### config.mk
export PLATFORM = sky130hd
export DESIGN_NAME = lfsr_crypt
export DESIGN_NICKNAME = d
export VERILOG_FILES = /design/src/rtl/lfsr_crypt.sv
export SDC_FILE = /design/constraint.sdc
export NUM_CORES = 1
export LEC_CHECK = 0
export CAP_MARGIN = 20
export CORE_ASPECT_RATIO = 0.9
export CORE_MARGIN = 2
export CORE_UTILIZATION = 54
export CTS_CLUSTER_SIZE = 30
export DETAILED_ROUTE_END_ITERATION = 10
export HOLD_SLACK_MARGIN = 0.12
export PLACE_DENSITY_LB_ADDON = 0.08
export SLEW_MARGIN = 0
export SYNTH_ARGS = -nofsm -noshare
export SYNTH_HDL_FRONTEND = slang
export SYNTH_SLANG_ARGS = --single-unit
### constraint.sdc
create_clock -name clk -period 3.9 [get_ports clk]
set_clock_uncertainty 0.05 [all_clocks]
set_input_delay 0.78 -clock clk [delete_from_list [all_inputs] [get_ports clk]]
set_output_delay 0.78 -clock clk [all_outputs]
set_load 0.005 [all_outputs]
### src/rtl/lfsr_crypt.sv
// LFSR stream cipher over fixed-length frames: encrypt pads/obfuscates a message into a
// parity-tagged byte frame, decrypt strips pads and recovers the message.
module lfsr_crypt #(
  parameter int unsigned LFSR_W    = 7,
  parameter int unsigned FRAME_LEN = 64,
  parameter int unsigned OFFSET    = 8'h20
) (
  input  logic                           clk,
  input  logic                           init,
  input  logic                           req,
  output logic                           ack,
  input  logic                           mode,
  input  logic [$clog2(FRAME_LEN):0]     pre_length,
  input  logic [$clog2(FRAME_LEN):0]     msg_len,
  input  logic [LFSR_W-1:0]              tap_ptrn,
  input  logic [LFSR_W-1:0]              lfsr_seed,
  input  logic                           in_valid,
  output logic                           in_ready,
  input  logic [LFSR_W:0]                in_data,
  output logic                           out_valid,
  input  logic                           out_ready,
  output logic [LFSR_W:0]                out_data,
  output logic [$clog2(FRAME_LEN):0]     par_err_cnt
);

  localparam int unsigned BW = LFSR_W + 1;
  localparam int unsigned CW = $clog2(FRAME_LEN) + 1;
  localparam logic [BW-1:0] Ofs = BW'(OFFSET);
  localparam logic [CW-1:0] FrameLen = CW'(FRAME_LEN);
  localparam logic [CW-1:0] LastPos = CW'(FRAME_LEN - 1);

  localparam logic [1:0] StIdle = 2'd0;
  localparam logic [1:0] StRun  = 2'd1;
  localparam logic [1:0] StDone = 2'd2;

  logic [1:0]        state_q;
  logic              mode_q;
  logic [CW-1:0]     pre_q, len_q, pos_q, perr_q;
  logic [LFSR_W-1:0] taps_q, lfsr_q;
  logic              out_valid_q;
  logic [BW-1:0]     out_data_q;

  logic [CW-1:0]     pre_clip, len_clip;
  logic              running, msg_pos, need_in, emits, out_free, advance, last, par_bad;
  logic [LFSR_W-1:0] lfsr_next, enc_v;
  logic [BW-1:0]     diff, dec_byte, byte_d;

  always_comb begin
    pre_clip = pre_length;
    len_clip = msg_len;
    if (pre_length >= FrameLen) begin
      pre_clip = FrameLen;
      len_clip = '0;
    end else if (msg_len > FrameLen - pre_length) begin
      len_clip = FrameLen - pre_length;
    end
  end

  always_comb begin
    running   = (state_q == StRun);
    msg_pos   = (pos_q >= pre_q) && (pos_q < pre_q + len_q);
    // Encrypt pads need no input; decrypt pads produce no output.
    need_in   = mode_q | msg_pos;
    emits     = ~mode_q | msg_pos;
    out_free  = ~out_valid_q | out_ready;
    in_ready  = running & need_in & (~emits | out_free);
    advance   = running & (~need_in | in_valid) & (~emits | out_free);
    last      = (pos_q == LastPos);
    lfsr_next = {lfsr_q[LFSR_W-2:0], ^(lfsr_q & taps_q)};
    diff      = in_data - Ofs;
    enc_v     = diff[LFSR_W-1:0] ^ lfsr_q;
    dec_byte  = {1'b0, in_data[LFSR_W-1:0] ^ lfsr_q} + Ofs;
    par_bad   = in_data[LFSR_W] ^ (^in_data[LFSR_W-1:0]);
    if (mode_q) begin
      byte_d = dec_byte;
    end else if (msg_pos) begin
      byte_d = {^enc_v, enc_v};
    end else begin
      byte_d = {^lfsr_q, lfsr_q};
    end
  end

  always_ff @(posedge clk) begin
    if (init) begin
      state_q     <= StIdle;
      mode_q      <= 1'b0;
      pre_q       <= '0;
      len_q       <= '0;
      pos_q       <= '0;
      perr_q      <= '0;
      taps_q      <= '0;
      lfsr_q      <= '0;
      out_valid_q <= 1'b0;
      out_data_q  <= '0;
    end else begin
      case (state_q)
        StIdle: begin
          if (req) begin
            state_q <= StRun;
            mode_q  <= mode;
            pre_q   <= pre_clip;
            len_q   <= len_clip;
            taps_q  <= tap_ptrn;
            lfsr_q  <= (lfsr_seed == '0) ? LFSR_W'(1) : lfsr_seed;
            pos_q   <= '0;
            perr_q  <= '0;
          end
        end
        StRun: begin
          if (advance) begin
            pos_q  <= pos_q + CW'(1);
            lfsr_q <= lfsr_next;
            if (mode_q && par_bad && (perr_q != '1)) perr_q <= perr_q + CW'(1);
            if (last) state_q <= StDone;
          end
        end
        StDone: begin
          if (!req) state_q <= StIdle;
        end
        default: state_q <= StIdle;
      endcase

      // Output register keeps draining after the run; data holds while stalled.
      if (advance && emits) begin
        out_valid_q <= 1'b1;
        out_data_q  <= byte_d;
      end else if (out_ready) begin
        out_valid_q <= 1'b0;
      end
    end
  end

  assign ack         = (state_q == StDone);
  assign out_valid   = out_valid_q;
  assign out_data    = out_data_q;
  assign par_err_cnt = perr_q;

endmodule
==> key figures, run 1 <==
Outcome
  – Status: completed

STA
  – Relative slew slack: 40.28%
  – WHS: 0.4111 ns
  – Setup WS post-layout: 0.07287 ns
  – Slew Viols, Final: 0
  – RSZ-0062 raised after global routing: yes
  – Fin. Hold Viols: 0
  – Worst Max-Slew Pin Slew: 0.8925 ns
  – Period minus WS final: 3.827 ns
  – Final setup vio count: 0
  – Final worst-path cycle share: 98.13%
  – Peak Freq: 261.3 MHz

Setup path
  – Crit. End Element: output port
  – Crit path max-delay family: compound AO/OA/AOI/OAI gates
  – CP arrival: 3.00 ns
  – Worst setup path class: flop to output port
  – Buf/Inv on CP: 2
  – CP dominant cell by count: a21oi_2
  – Startpoint types: flop
  – CP max FO: 3
  – Cell Chain, Critical Path: ha_1 -> a21o_1 -> a21oi_2 -> o21bai_1 -> a21oi_2 -> xor2_1 -> ha_1 -> a21o_1 -> a21oi_2 -> nand3b_4 -> buf_4 -> a211oi_2 -> buf_2
  – Crit-path slowest cell: dfxtp_2
  – Max stage delay on crit path: 0.35 ns
  – Worst endpoint required time: 3.07 ns

Synthesis
  – Post-synth EDFFs: 0
  – Unique cell type count in the Yosys netlist: 56
  – Post-Syn Area: 0.003552 mm²
  – Synthesized Nets: 498
  – Synth area leader: dfxtp_1
  – Seq/Total Area, Yosys: 30.43%
  – Synth warn: 0
  – Synth Flop Type: dfxtp_1
  – Asr flop ratio synth: 0%
  – Flop and latch count out of synthesis: 54
  – Synth Area per Inst: 8.358 µm²
  – Synth top area share: 30.43%
  – Synth top area cells: dfxtp_1, ha_1, nand2_1
  – Mapped Cells: 425

Pwr
  – Worst vdd ir: 0.2192 mV
  – Pleak: 1.823 nW
  – Pwr/cell area: 335.2 mW/mm²

Clocking
  – Clk Latency, worst-skew pair: 0.32 ns
  – H-tree depth: 2
  – Clock Path Buffers: 2
  – Inserted Clock Buffers: 5
  – Clk root buf: clkbuf_8
  – CTS sink cnt: 54
  – Worst-path clk slew: 0.11 ns
  – CTS tree: done

Floorplanning
  – I/O pins: 60
  – Core area: 0.006481 mm²
  – Die area: 0.007244 mm²
  – Initial Util: 54.81%
  – Die X: 89.49 µm
  – Die Height: 80.95 µm
  – Row count: 28

Global routing
  – First-pass GRT wire length: 13180 µm
  – Vias in the first global route: 2816
  – GRT Resource Usage Total: 23.16%
  – Total gr overflow: 0
  – Antenna violations before repair: 0
  – Pin count of the biggest net entering global routing: 52

Final layout
  – Ant diodes: 0
  – Sequential cell area: 0.001085 mm²
  – Nets: 566
  – Area delta synth->final: 26.35%
  – Area occupied by multi-input gates: 0.002367 mm²
  – Layout fillers: 551
  – Layout cells sized above 1: 11.74%

Route
  – DR iter-0 viols: 100
  – Wire length per cell: 14.18 µm
  – WL final: 8283 µm
  – Vias: 3215
  – Drt via density: 5.505
  – Final antenna-violating net count: 0
  – Initial DRT Pass Iterations: 4
  – Drt drc: 0

Run
  – Maxcap violations: 0

Place
  – Place WS: -0.2225 ns
  – Post-DP HPWL: 6267 µm
  – Final GP Congestion: 0.8778
  – Port-buffer cells: 59

Worst hold path
  – Hold Path Class: flop to flop
-- cells by family (layout without fill, tap and decap cells) --
| group | count (synthesis) | after routing | synth area share, % |
|---|---|---|---|
| mux | 16 | 16 | 4.685 |
| compound gates | 85 | 85 | 16.20 |
| buf+inv | 39 | 108 | 4.367 |
| fa+ha+maj | 31 | 31 | 11.13 |
| xor+xnor | 40 | 40 | 10.25 |
| simple gates | 160 | 160 | 22.93 |
| flops | 54 | 54 | 30.43 |
-- sequential cells by signal (all words and copies together), names as in the netlist --
name and flops:
mode_q 1, par_err_cnt 7, pos_q 7, out_data 8, out_valid 1, len_q 7, state_q 2, taps_q 7
pre_q 7, lfsr_q 7
-- layer usage --
layer	vias up	wire length, µm	global-route usage, %	share of wire, %
met5	-	0	0	0
met4	0	65	4.627	0.78
met3	8	306	3.252	3.7
met2	57	3760	37.11	45
met1	1520	4151	33.25	50
li1	1630	-	-	-
-- area by class of cell --
class	instances	area share (%)
Multi-Input combinational cell	332	52.75
Sequential cell	54	24.17
Timing Repair Buffer	77	16.06
Tap cell	90	2.509
Inverter	23	1.924
Clock buffer	5	1.533
Clock inverter	3	1.059
-- placed cells by master, fill, tap and decap left out, drive strengths merged, types with 17 or more instances in the layout --
cell type and instances:
a21oi 36, buf 19, clkdlybuf4s50 58, dfxtp 54, ha 30, inv 25
nand2 64, nor2 31, xnor2 22, xor2 17
-- tightest hold or removal path, delay by kind of cell (launching register included) --
kind,cells,cell delay (ns)
compound gates,1,0.05
flops,1,0.32
simple gates,1,0.05
-- repair_timing --
action / in CTS / in global routing
setup buffers: 3 / 1
gates resized for setup: 8 / 10
pin swaps: 4 / 8
endpoints found under the setup margin: 1 / 1
hold buffers: 0 / 0
-- cells in the mapped netlist (6+ instances only) --
library cell	count
nand3_1	9
nor4b_1	6
clkbuf_1	13
a21oi_1	34
nand2b_1	8
o21ai_0	12
nor2_1	31
xnor2_1	22
xor2_1	17
nand2_1	64
dfxtp_1	54
ha_1	30
mux2i_1	11
a311oi_1	6
inv_1	23
-- stage by stage --
stage | utilization (%) | instances | setup TNS, ns | power, mW | instance area [µm²]
final | 69.25 | 584 | 0 | 1.504 | 4488
after global routing | 69.25 | 584 | -0.1164 | 1.584 | 4488
after CTS | 68.53 | 583 | 0 | 1.499 | 4442
after detailed placement | 66.22 | 572 | -0.2225 | 1.085 | 4292
after global placement | 66.22 | 572 | -0.1771 | 1.074 | 4292
after floorplan | - | 425 | 0 | 0.9259 | 3552
-- power by group --
group          total, mW  internal (mW)  switching (mW)
logic              0.476          0.255           0.221
clock network      0.401          0.196           0.205
registers          0.627          0.586          0.0407
total               1.50           1.04           0.466
-- final timing paths --
| path | slack (ns) | start | endpoint | depth (start not counted) |
|---|---|---|---|---|
| hold reg to reg | 0.41 | taps_q[5] | taps_q[5] | 2 |
| hold / removal | 0.41 | taps_q[5] | taps_q[5] | 2 |
| setup / recovery | 0.07 | pre_q[1] | in_ready | 13 |
| setup reg to reg | 0.35 | len_q[0] | out_data[7] | 17 |
Power figures use the tool's default switching activity.
==> run 2: changes to the inputs <==
--- a/config.mk
+++ b/config.mk
@@ -7,11 +7,10 @@
 export LEC_CHECK = 0
 export CAP_MARGIN = 20
 export CORE_ASPECT_RATIO = 0.9
-export CORE_MARGIN = 2
 export CORE_UTILIZATION = 54
 export CTS_CLUSTER_SIZE = 30
 export DETAILED_ROUTE_END_ITERATION = 10
-export HOLD_SLACK_MARGIN = 0.12
+export GPL_ROUTABILITY_DRIVEN = 0
 export PLACE_DENSITY_LB_ADDON = 0.08
 export SLEW_MARGIN = 0
 export SYNTH_ARGS = -nofsm -noshare
==> run 2 against run 1 <==
Utilization is 1.8 points higher; die area is 4.7% lower; register-to-register slack lost 0.06 ns; largest cell class unchanged; fmax barely moved; via count is 1.2% lower.
==> key figures, run 2 (synthesis gave the netlist of run 1 again) <==
Pwr
  – Seq pwr share: 44.0%
  – Pwr/cell area: 320.5 mW/mm²
  – Pleak: 1.801 nW
  – Comb power frac: 32.7%
  – NetSw: 446.8 µW
  – Clock power frac: 23.2%
  – Total power: 1.424 mW
  – P_int: 977.0 µW
  – Worst vdd ir: 0.1988 mV
  – Switching Fraction: 31.38%

Clocking
  – CTS sink cnt: 54
  – Clock Path Buffers: 2
  – CTS tree: done
  – Inserted Clock Buffers: 5
  – Worst-path clk slew: 0.09 ns
  – Clk Latency, worst-skew pair: 0.31 ns
  – H-tree depth: 2
  – Clk root buf: clkbuf_8

Place
  – Placed Cells: 568
  – Post-DP HPWL: 6302 µm
  – Port-buffer cells: 59

STA
  – Final setup vio count: 0
  – Period minus WS final: 3.829 ns
  – Final worst-path cycle share: 98.18%
  – Worst Max-Slew Pin Slew: 0.9024 ns
  – WHS: 0.4125 ns
  – Fin. Hold Viols: 0
  – Peak Freq: 261.2 MHz
  – RSZ-0062 raised after global routing: yes
  – Slew Viols, Final: 0
  – Relative slew slack: 39.62%

Route
  – Final antenna-violating net count: 0
  – Wire length per cell: 14.44 µm
  – Vias: 3177
  – Drt drc: 0
  – Initial DRT Pass Iterations: 4
  – Drt via density: 5.487
  – DR iter-0 viols: 166
  – WL final: 8362 µm

Outcome
  – Status: completed

Setup path
  – Buf/Inv on CP: 2
  – Startpoint types: flop
  – CP max FO: 3
  – CP arrival: 3.00 ns
  – FF-to-FF path depth: 17
  – Crit path max-delay family: compound AO/OA/AOI/OAI gates
  – Crit-path slowest cell: dfxtp_1
  – Worst setup path class: flop to output port
  – Crit. End Element: output port
  – Cell Chain, Critical Path: ha_4 -> fa_2 -> a21oi_2 -> nor2_1 -> nor2_1 -> o21bai_1 -> a21oi_1 -> xnor2_1 -> ha_1 -> buf_4 -> a21oi_2 -> nand3b_4 -> a211oi_2 -> buf_2
  – Max stage delay on crit path: 0.35 ns
  – Worst endpoint required time: 3.07 ns
  – Crit path depth: 14

Worst hold path
  – Hold path depth: 2
  – Hold Path Class: flop to flop

Final layout
  – Layout Utilization: 71.09%
  – Ant diodes: 0
  – Largest register FFs: 8
  – Area delta synth->final: 25.08%
  – Commonest non-fill, non-tap cell in the layout: nand2_1
  – Layout cells sized above 1: 11.18%
  – Nets: 564
  – Commonest non-fill, non-tap cells in the layout: nand2_1, clkdlybuf4s50_1, dfxtp_1, a21oi_1, nor2_1
  – Final Non-Filler Cells: 579

Floorplanning
  – I/O pins: 60
  – Die Height: 78.95 µm
  – Die area: 0.006907 mm²
  – Core area: 0.006250 mm²
  – Row count: 27
  – Die X: 87.49 µm
  – Initial Util: 56.84%

Global routing
  – GRT Resource Usage Total: 26.48%
  – First-pass GRT wire length: 14210 µm
  – Total gr overflow: 0
  – Pin count of the biggest net entering global routing: 52
  – Vias in the first global route: 3070
  – Antenna violations before repair: 0

Run
  – Maxcap violations: 0
==> run 2: final timing paths <==
check | startpoint | to | slack (ns)
max | len_q[0] | in_ready | 0.07
min | taps_q[3] | taps_q[3] | 0.41
max reg2reg | len_q[0] | out_data[7] | 0.29
min reg2reg | taps_q[3] | taps_q[3] | 0.41
==> run 2: tightest hold or removal path, stage by stage (launching register included) <==
cell     delay (ns)
dfxtp_1        0.32
nand2_1        0.05
a21oi_1        0.05
==> run 2: repair_timing <==
action                     in CTS  in global routing
buffers inserted                3                  0
hold buffers                    0                  0
pin swaps                       7                  3
resized for setup              12                  6
setup endpoints to repair       1                  1
==> run 2: area by class of cell <==
cell class	instances	area, µm²
multi-input cells	332	2366
fillers	512	1807
flip-flops and latches	54	1085
repair buffers	75	705.7
well taps	87	108.9
clock buffers	7	86.33
inverters	23	86.33
clock inverters	1	5.005
==> run 2: routing by layer <==
metal	part of all wire, %	up-vias	wire length, µm	global-route usage (%)
met2	47	64	3915	44.22
met5	0	-	0	0
met4	1.1	0	88	5.082
li1	-	1620	-	-
met3	4.3	9	362	5.198
met1	48	1484	3995	35.56
==> run 2: stage by stage <==
stage,setup TNS (ns),area [µm²],worst slack (ns)
after floorplan,0,3552,0.4023
after global placement,-0.1711,4280,-0.1711
after detailed placement,-0.2543,4280,-0.2543
after CTS,0,4418,0.01284
after global routing,-0.06455,4443,-0.06455
final,0,4443,0.07093
==> run 2: power by group through the flow <==
stage / sequential (mW) / clock, mW / combinational [mW]
global placement: 0.637 / 0 / 0.437
global route: 0.633 / 0.362 / 0.517
detailed placement: 0.639 / 0 / 0.446
finish: 0.627 / 0.331 / 0.466
CTS: 0.626 / 0.335 / 0.461
floorplan: 0.622 / 0 / 0.304
==> run 3: changes to the inputs <==
--- a/config.mk
+++ b/config.mk
@@ -12,6 +12,7 @@
 export DETAILED_ROUTE_END_ITERATION = 10
 export GPL_ROUTABILITY_DRIVEN = 0
 export PLACE_DENSITY_LB_ADDON = 0.08
+export SETUP_SLACK_MARGIN = 0.2
 export SLEW_MARGIN = 0
 export SYNTH_ARGS = -nofsm -noshare
 export SYNTH_HDL_FRONTEND = slang
==> constraint.sdc (replaced) <==
create_clock -name clk -period 3.7 [get_ports clk]
set_clock_uncertainty 0.05 [all_clocks]
set_input_delay 0.74 -clock clk [delete_from_list [all_inputs] [get_ports clk]]
set_output_delay 0.74 -clock clk [all_outputs]
set_load 0.005 [all_outputs]
==> run 3 against run 2 <==
The flow now finishes with violations (setup timing); non-clock buffer count rose by 10; critical path type unchanged; clock power increased by 7.9%; largest power group unchanged; first-iteration DRC count rose by 2.4%; largest cell class unchanged; design area up 2.8%.
==> key figures, run 3 (synthesis gave the netlist of run 1 again) <==
Setup path
  – Startpoint types: flop
  – Cell Chain, Critical Path: ha_4 -> fa_2 -> a21oi_2 -> nor2_1 -> nor2_1 -> o21bai_1 -> a21oi_1 -> xnor2_1 -> ha_1 -> buf_4 -> a21oi_4 -> nand3b_4 -> a211oi_2 -> buf_2
  – Crit-path slowest cell: fa_2
  – Critical Path Source: pre_q[0]
  – CP dominant cell by count: nor2_1
  – Buf/Inv on CP: 2
  – Crit. End Element: output port
  – Worst setup path class: flop to output port
  – Max stage delay on crit path: 0.37 ns
  – Worst reg2reg setup slack: 0.32 ns
  – Worst reg2reg path startpoint: pre_q[0]
  – Crit path max-delay family: adder cells
  – Crit path depth: 14
  – CP arrival: 2.94 ns
  – Worst endpoint required time: 2.91 ns
  – FF-to-FF path depth: 17
  – CP Capture Point: in_ready
  – Reg-to-reg endpoint: out_data[7]
  – CP max FO: 3

Final layout
  – Commonest non-fill, non-tap cells in the layout: nand2_1, clkdlybuf4s50_1, dfxtp_1, a21oi_1, nor2_1
  – Nets: 574
  – Area delta synth->final: 28.53%
  – Final instance area: 0.004566 mm²
  – Commonest non-fill, non-tap cell in the layout: nand2_1
  – Largest register FFs: 8
  – Ant diodes: 0
  – Layout cells sized above 1: 13.75%
  – Layout Utilization: 73.05%

Clocking
  – Inserted Clock Buffers: 5
  – CTS sink cnt: 54
  – CTS tree: done
  – Clk Latency, worst-skew pair: 0.32 ns
  – Clk root buf: clkbuf_8
  – Clock Path Buffers: 2
  – H-tree depth: 2
  – Worst-path clk slew: 0.10 ns

Floorplanning
  – Die Height: 78.95 µm
  – Die X: 87.49 µm
  – Initial Util: 56.84%
  – Die area: 0.006907 mm²
  – Row count: 27
  – Core area: 0.006250 mm²
  – I/O pins: 60

Pwr
  – Pleak: 1.863 nW
  – NetSw: 487.1 µW
  – Pwr/cell area: 337.0 mW/mm²
  – Switching Fraction: 31.66%
  – Worst vdd ir: 0.2264 mV
  – Seq pwr share: 42.7%
  – P_int: 1.052 mW
  – Comb power frac: 34.1%
  – Clock power frac: 23.2%
  – Total power: 1.539 mW

STA
  – Worst Max-Slew Pin Slew: 0.9659 ns
  – Slew Viols, Final: 0
  – Fin. Hold Viols: 0
  – Final worst-path cycle share: 100.7%
  – Period minus WS final: 3.725 ns
  – RSZ-0062 raised after global routing: yes
  – Relative slew slack: 35.37%
  – Peak Freq: 268.4 MHz
  – Setup WS post-layout: -0.02549 ns
  – Final setup vio count: 1
  – Total negative slack: -0.02549 ns

Place
  – Cell Area, Placed: 0.004333 mm²
  – Place WS: -0.4593 ns
  – Port-buffer cells: 59
  – Post-DP HPWL: 6379 µm

Worst hold path
  – Hold Path Class: flop to flop

Outcome
  – Status: complete, but fails checks
  – Failing checks: setup timing

Route
  – Drt via density: 5.486
  – DR iter-0 viols: 170
  – Drt drc: 0
  – Final antenna-violating net count: 0
  – WL final: 8542 µm
  – Vias: 3231
  – Initial DRT Pass Iterations: 4
  – Wire length per cell: 14.50 µm

Run
  – Maxcap violations: 0

Global routing
  – First-pass GRT wire length: 14250 µm
  – Pin count of the biggest net entering global routing: 52
  – Total gr overflow: 0
  – Vias in the first global route: 3045
  – GRT Resource Usage Total: 26.41%
  – Antenna violations before repair: 0
run 3: cell types whose count changed in the layout (fill, tap and decap cells not counted):
cell	delta
a211o_4	+1
a211o_1	-1
buf_12	+2
clkbuf_1	-1
a21oi_2	-1
dfxtp_2	+1
clkinvlp_4	+1
a21o_2	+1
a21oi_4	+1
a21o_1	-1
dfxtp_1	-1
buf_4	+8
run 3: power groups by stage:
stage	Clock (mW)	Combinational (mW)	Sequential (mW)
final	0.357	0.525	0.657
after global routing	0.391	0.575	0.663
after CTS	0.361	0.519	0.656
after detailed placement	0	0.479	0.669
after global placement	0	0.470	0.668
after floorplan	0	0.320	0.656
run 3: worst min-delay path by stage:
stage | startpoint | endpoint | slack, ns | depth (start not counted)
floorplan | len_q[0] | len_q[0] | 0.38 | 2
global placement | taps_q[0] | taps_q[0] | 0.39 | 2
detailed placement | taps_q[2] | taps_q[2] | 0.40 | 2
CTS | taps_q[2] | taps_q[2] | 0.41 | 2
global route | taps_q[5] | taps_q[5] | 0.43 | 2
finish | taps_q[2] | taps_q[2] | 0.41 | 2
run 3: cell type report:
type	instances	area (µm²)
Clock buffer	6	82.58
Clock inverter	2	12.51
Fill cell	508	1684
Inverter	23	86.33
Multi-Input combinational cell	332	2384
Sequential cell	54	1086
Tap cell	87	108.9
Timing Repair Buffer	85	805.8
run 3: worst min-delay path, delay by kind of cell, from the launching register on:
kind             cells  cell delay, ns
flip-flops           1            0.32
AO/OA/AOI/OAI        1            0.05
AND/OR/NAND/NOR      1            0.05
run 3: layer usage:
metal / up-vias / GRT usage [%] / part of all wire (%) / routed length, µm
met5: - / 0 / 0 / 0
met4: 0 / 6.393 / 1.0 / 89
met3: 9 / 4.782 / 4.8 / 407
met2: 68 / 41.95 / 45 / 3855
met1: 1511 / 36.95 / 49 / 4190
li1: 1643 / - / - / -
run 3: through the flow:
step                std cells  hold WS [ns]
floorplan                 425        0.3791
global placement          575        0.3949
detailed placement        575        0.3985
CTS                       588        0.4125
global route              589        0.4340
finish                    589        0.4079
run 3: timing repair:
action                                  4_1_cts  5_1_grt
resized for setup                            18        5
hold buffers                                  0        0
setup buffers                                 5        1
pin swaps                                     8        4
endpoints found under the setup margin       14       24
